## config.mk

```make
export PLATFORM = sky130hd
export DESIGN_NAME = register_file
export DESIGN_NICKNAME = d
export VERILOG_FILES = /design/src/rtl/cpu_pkg.sv /design/src/rtl/reg_scoreboard.sv /design/src/rtl/register_file.sv
export SDC_FILE = /design/constraint.sdc
export NUM_CORES = 2
export LEC_CHECK = 0
export CAP_MARGIN = 20
export CORE_MARGIN = 3
export CORE_UTILIZATION = 55
export DETAILED_ROUTE_END_ITERATION = 7
export PLACE_DENSITY = 0.85
export RECOVER_POWER = 50
export SLEW_MARGIN = 10
export SYNTH_ARGS = -nofsm -noshare
export SYNTH_HDL_FRONTEND = slang
export SYNTH_SLANG_ARGS = --single-unit
export TNS_END_PERCENT = 1
```

## constraint.sdc

```tcl
create_clock -name clk -period 4.3 [get_ports clk]
set_input_delay 1.075 -clock clk [delete_from_list [all_inputs] [get_ports clk]]
set_output_delay 1.075 -clock clk [all_outputs]
set_load 0.02 [all_outputs]
```

## src/rtl/cpu_pkg.sv

```systemverilog
// cpu_pkg: shared CPU constants for the register file and its scoreboard.
//   DATA_W_DEF / ADDR_W_DEF : default register width and index width
//   ZERO_REG                : index of the hard-wired zero register
//   rd_src_e                : source selector for a read port
package cpu_pkg;

    localparam int unsigned DATA_W_DEF = 32;
    localparam int unsigned ADDR_W_DEF = 5;
    localparam int unsigned ZERO_REG   = 0;

    typedef enum logic [1:0] {
        SRC_ZERO   = 2'd0,
        SRC_BYPASS = 2'd1,
        SRC_REG    = 2'd2
    } rd_src_e;

endpackage

```

## src/rtl/reg_scoreboard.sv

```systemverilog
// reg_scoreboard: one pending bit per register, tracking results not yet
// written back, and the decode stall derived from it.
//   clk, rst_n          : clock, synchronous active-low reset
//   set_en, set_idx     : issuing instruction's destination (taken only when not stalled)
//   clr_en, clr_idx     : write-back clearing its destination
//   rs_addr, rt_addr    : decode-stage source indices looked up
//   stall               : combinational; a source is still pending
// Optional macro REGISTER_FILE_BYPASS_EN: a source being written back this
// cycle is not counted as pending (the value is forwarded instead).
import cpu_pkg::*;

module reg_scoreboard #(
    parameter int unsigned ADDR_W = ADDR_W_DEF
) (
    input  logic              clk,
    input  logic              rst_n,
    input  logic              set_en,
    input  logic [ADDR_W-1:0] set_idx,
    input  logic              clr_en,
    input  logic [ADDR_W-1:0] clr_idx,
    input  logic [ADDR_W-1:0] rs_addr,
    input  logic [ADDR_W-1:0] rt_addr,
    output logic              stall
);

    localparam int unsigned NREG = 2 ** ADDR_W;
    localparam logic [ADDR_W-1:0] ZERO_IDX = ADDR_W'(ZERO_REG);

    logic [NREG-1:0] pending;
    logic            rs_hit;
    logic            rt_hit;
    logic            set_ok;

    always_comb begin
        rs_hit = (rs_addr != ZERO_IDX) && pending[rs_addr];
        rt_hit = (rt_addr != ZERO_IDX) && pending[rt_addr];
`ifdef REGISTER_FILE_BYPASS_EN
        if (clr_en && (clr_idx == rs_addr)) rs_hit = 1'b0;
        if (clr_en && (clr_idx == rt_addr)) rt_hit = 1'b0;
`endif
        // Pending bits are undefined until the first reset edge; hold stall low meanwhile.
        stall  = rst_n && (rs_hit || rt_hit);
        set_ok = set_en && !stall && (set_idx != ZERO_IDX);
    end

    always_ff @(posedge clk) begin
        if (!rst_n) begin
            pending <= '0;
        end else begin
            // Set is applied after clear so a same-index issue wins.
            if (clr_en) pending[clr_idx] <= 1'b0;
            if (set_ok) pending[set_idx] <= 1'b1;
            pending[ZERO_REG] <= 1'b0;
        end
    end

endmodule

```

## src/rtl/register_file.sv

```systemverilog
// register_file: 2^ADDR_W x DATA_W register file with registered dual read
// ports and a pending-write scoreboard that stalls decode on RAW hazards.
//   clk, rst_n           : clock, synchronous active-low reset
//   reg_write, wb_addr,
//   wb_data              : write-back port (register 0 ignores writes)
//   rs_addr, rt_addr     : source indices; rs_data/rt_data valid one cycle later
//   rs_data, rt_data     : registered operands, held while stall=1
//   issue_en, issue_dest : decode issuing an instruction that writes issue_dest
//   stall                : combinational hazard stall
// Optional macro REGISTER_FILE_BYPASS_EN: same-cycle write-back is forwarded
// to the read ports instead of stalling.
import cpu_pkg::*;

module register_file #(
    parameter int unsigned DATA_W = DATA_W_DEF,
    parameter int unsigned ADDR_W = ADDR_W_DEF
) (
    input  logic              clk,
    input  logic              rst_n,
    input  logic              reg_write,
    input  logic [ADDR_W-1:0] wb_addr,
    input  logic [DATA_W-1:0] wb_data,
    input  logic [ADDR_W-1:0] rs_addr,
    input  logic [ADDR_W-1:0] rt_addr,
    output logic [DATA_W-1:0] rs_data,
    output logic [DATA_W-1:0] rt_data,
    input  logic              issue_en,
    input  logic [ADDR_W-1:0] issue_dest,
    output logic              stall
);

    localparam int unsigned NREG = 2 ** ADDR_W;
    localparam logic [ADDR_W-1:0] ZERO_IDX = ADDR_W'(ZERO_REG);

    logic [DATA_W-1:0] regs [NREG];
    rd_src_e           rs_src;
    rd_src_e           rt_src;
    logic [DATA_W-1:0] rs_next;
    logic [DATA_W-1:0] rt_next;

    reg_scoreboard #(
        .ADDR_W (ADDR_W)
    ) u_scoreboard (
        .clk     (clk),
        .rst_n   (rst_n),
        .set_en  (issue_en),
        .set_idx (issue_dest),
        .clr_en  (reg_write),
        .clr_idx (wb_addr),
        .rs_addr (rs_addr),
        .rt_addr (rt_addr),
        .stall   (stall)
    );

    always_comb begin
        rs_src = SRC_REG;
        rt_src = SRC_REG;
        if (rs_addr == ZERO_IDX) rs_src = SRC_ZERO;
`ifdef REGISTER_FILE_BYPASS_EN
        else if (reg_write && (wb_addr == rs_addr)) rs_src = SRC_BYPASS;
`endif
        if (rt_addr == ZERO_IDX) rt_src = SRC_ZERO;
`ifdef REGISTER_FILE_BYPASS_EN
        else if (reg_write && (wb_addr == rt_addr)) rt_src = SRC_BYPASS;
`endif

        case (rs_src)
            SRC_ZERO:   rs_next = '0;
            SRC_BYPASS: rs_next = wb_data;
            default:    rs_next = regs[rs_addr];
        endcase
        case (rt_src)
            SRC_ZERO:   rt_next = '0;
            SRC_BYPASS: rt_next = wb_data;
            default:    rt_next = regs[rt_addr];
        endcase
    end

    always_ff @(posedge clk) begin
        if (!rst_n) begin
            for (int unsigned i = 0; i < NREG; i++) regs[i] <= '0;
        end else if (reg_write && (wb_addr != ZERO_IDX)) begin
            regs[wb_addr] <= wb_data;
        end
    end

    always_ff @(posedge clk) begin
        if (!rst_n) begin
            rs_data <= '0;
            rt_data <= '0;
        end else if (!stall) begin
            rs_data <= rs_next;
            rt_data <= rt_next;
        end
    end

endmodule

```

==> results.toml <==
[cells_and_area]
syn2layout_area_growth_pct = 12.0
multi_input_area_sq_um = 24300
final_net_count = 3918
drive_gt1_share_pct = 23.3
fillers = 7053
final_common_cell = "edfxtp_1"
stdcell_count = 5356
regArea_sq_um = 32700
layout_common_cells = "edfxtp_1 (1,024), and2_1 (742), mux4_2 (530)"

[clocking]
numCtsBuffers = 110
cts-htree-levels = 3
postCtsSetupRepairBufs = 0
clock_latency_ns = 0.72
hold_buffers = 0
clkTransAtPathRegs_ns = 0.06
root_buffer = "clkbuf_16"
clock-sinks = 1119
ctsResizeCount = 1
cts.path.max_buffers = 3
cts_tree = "built"

[global_routing]
grt_pass1_wl_um = 278000
grt_overflow = 0
grtUsageMet1_pct = 44.2
use_met2_pct = 52.9
use_met3_pct = 14.4
antenna_found_initial = 23
track_usage_pct = 35.8
busiest_layer = "met2"
grt_pass1_vias = 39600
grt_max_degree = 116

[die]
core_area_sq_um = 104000
start_util_pct = 55.8
num_io_pins = 121
die_h_um = 331
dieArea_sq_um = 110000
rows = 118
die_w_um = 331

[place]
io_buffers = 120
place.detailed.hpwl_um = 109000
pre_cts_ws_ns = -0.0883
place_inst = 5127
gp_congestion = 0.902

[synthesis]
postSynthAreaPerCell_sq_um = 15.1
yosys_warnings = 0
synthArstFlopShare_pct = 0
synth_area_sq_um = 58100
synth_edf_count = 1024
synth_top_area_share_pct = 52.9
synthDistinctLibCells = 49
netlist_instances = 3843
synth_top_area_cell = "edfxtp_1"
ys.flop_type = "edfxtp_1"
yosysSeqAreaShare_pct = 56.2
synth_seq_cells = 1119
synth_area_leaders = "edfxtp_1 (53%), mux4_2 (21%), and2_1 (11%), mux2i_1 (3.8%), dfxtp_1 (3.3%)"

[timing]
rsz0062_at_grt = "no"
tightest_slew_ns = 1.93
holdWs_ns = 0.460
setup_viol = 1
tns_ns = -0.00448
maxSlewHeadroom_pct = -28.4
period_minus_slack_ns = 4.30
fin_crit_sh_pct = 100
skew_ns = 0.0397
worst_slack_ns = -0.00448
clock.fmax_mhz = 232
final-hold-violation-count = 0
drv_slew = 732

[setup_path]
start_kind = "primary input"
r2r_slack_ns = 0.85
path_max_fanout = 20
crit_chain = "dlygate4sd3_1, or3_1, nand3b_1, clkbuf_2, nor2_1, clkbuf_2, and2_0"
crit_path_start = "wb_addr[4]"
worstRegToRegCells = 8
crit-reg2reg-launch = "u_scoreboard.pending[7]$_SDFF_PN0_"
critical_path_class = "in2reg"
r2r_end = "rs_data[19]$_SDFFE_PN0N_"
crit_path_max_incr_delay_ns = 1.22
cpMostUsedCell = "clkbuf_2"
slowest_stage = "nor2_1"
end_kind = "register"
required_ns = 4.86
cp.arrival_ns = 4.87

[outcome]
violations = "DRC, capacitance limit, slew limit, setup timing"
status = "finished with violations"

[routing]
via_per_inst = 7.40
ant_nets = 0
wl_per_cell_um = 36.5
vias = 39600
dr.first_iter.drc_count = 7493
drc_errors = 3
wl_um = 195000
dr.pass1.iters = 8

[power]
ir_drop_v = 0.000390
p_leak_nw = 22.1
p_per_area_nw_per_um2 = 404
finalPower_mw = 26.3

[min_path]
worstHoldStart = "rt_data[22]$_SDFFE_PN0N_"
hold_depth = 2
holdPathEnd = "rt_data[22]$_SDFFE_PN0N_"
hp-class = "reg2reg"

[run]
cap_violations = 25
## worst max path at each step
stage,cells past startpoint,endpoint,slack [ns]
after floorplan,6,regs[12][0]$_SDFFCE_PN0P_,-0.32
after global routing,8,regs[12][12]$_SDFFCE_PN0P_,0.04
after detailed placement,8,stall,-0.09
after global placement,8,stall,-0.07
final,7,regs[12][22]$_SDFFCE_PN0P_,-0.004
after CTS,8,stall,0.13
## state kept, by name (all words and copies together), names as in the netlist
register	cells
rs_data	32
rt_data	32
u_scoreboard.pending	31
regs	1024
## power by group
group,total (mW),internal [mW],switching (mW)
combinational,3.25,1.38,1.87
sequential,12.9,12.5,0.392
clock,10.1,5.84,4.30
## metrics by stage
step	util (%)	cell area, sq um
floorplan	-	58200
global placement	59.4	61800
global route	62.5	65000
CTS	63.0	65600
finish	62.5	65100
detailed placement	59.4	61900
## cell families after synthesis
kind of cell / after synthesis / synth area share (%)
AND/OR/NAND/NOR: 1204 / 12.3
multiplexers: 763 / 24.6
other: 1 / 0.00646
buffers and inverters: 417 / 2.86
flip-flops: 1119 / 56.2
AO/OA/AOI/OAI: 339 / 3.99
## synthesized netlist by cell type, types with 6 or more instances
cell type	number
edfxtp_1	1024
and2_1	998
mux4_2	530
clkbuf_1	304
mux2i_1	223
dfxtp_1	95
nand2_1	81
nor2_1	74
a22oi_1	70
buf_2	61
o22ai_1	60
a21oi_1	51
buf_1	42
o21ai_1	42
o211ai_1	31
o41ai_1	30
nor2b_1	17
a211oi_1	10
mux2_2	9
a211o_1	7
a221o_1	7
a22o_1	7
nand3b_1	7
a32oi_1	6
nand3_1	6
## per-layer routing
metal	vias up	share of wire [%]
met5	-	0.12
met4	12	7.6
met3	1095	18
met2	4200	44
met1	19400	31
li1	14900	-
## worst max-delay path, delay by kind of cell
kind | cells | cell delay [ns]
AND/OR/NAND/NOR | 4 | 1.77
buffers and inverters | 3 | 1.96
## area by class of cell
cell class	instances	area share, %
multi-input cells	2338	37.3
inverters	5	0.0288
clock buffers	154	4.84
well taps	1380	2.65
flip-flops and latches	1119	50.2
diodes	17	0.0654
repair buffers	288	4.02
clock inverters	55	0.940
Power figures use the tool's default switching activity.
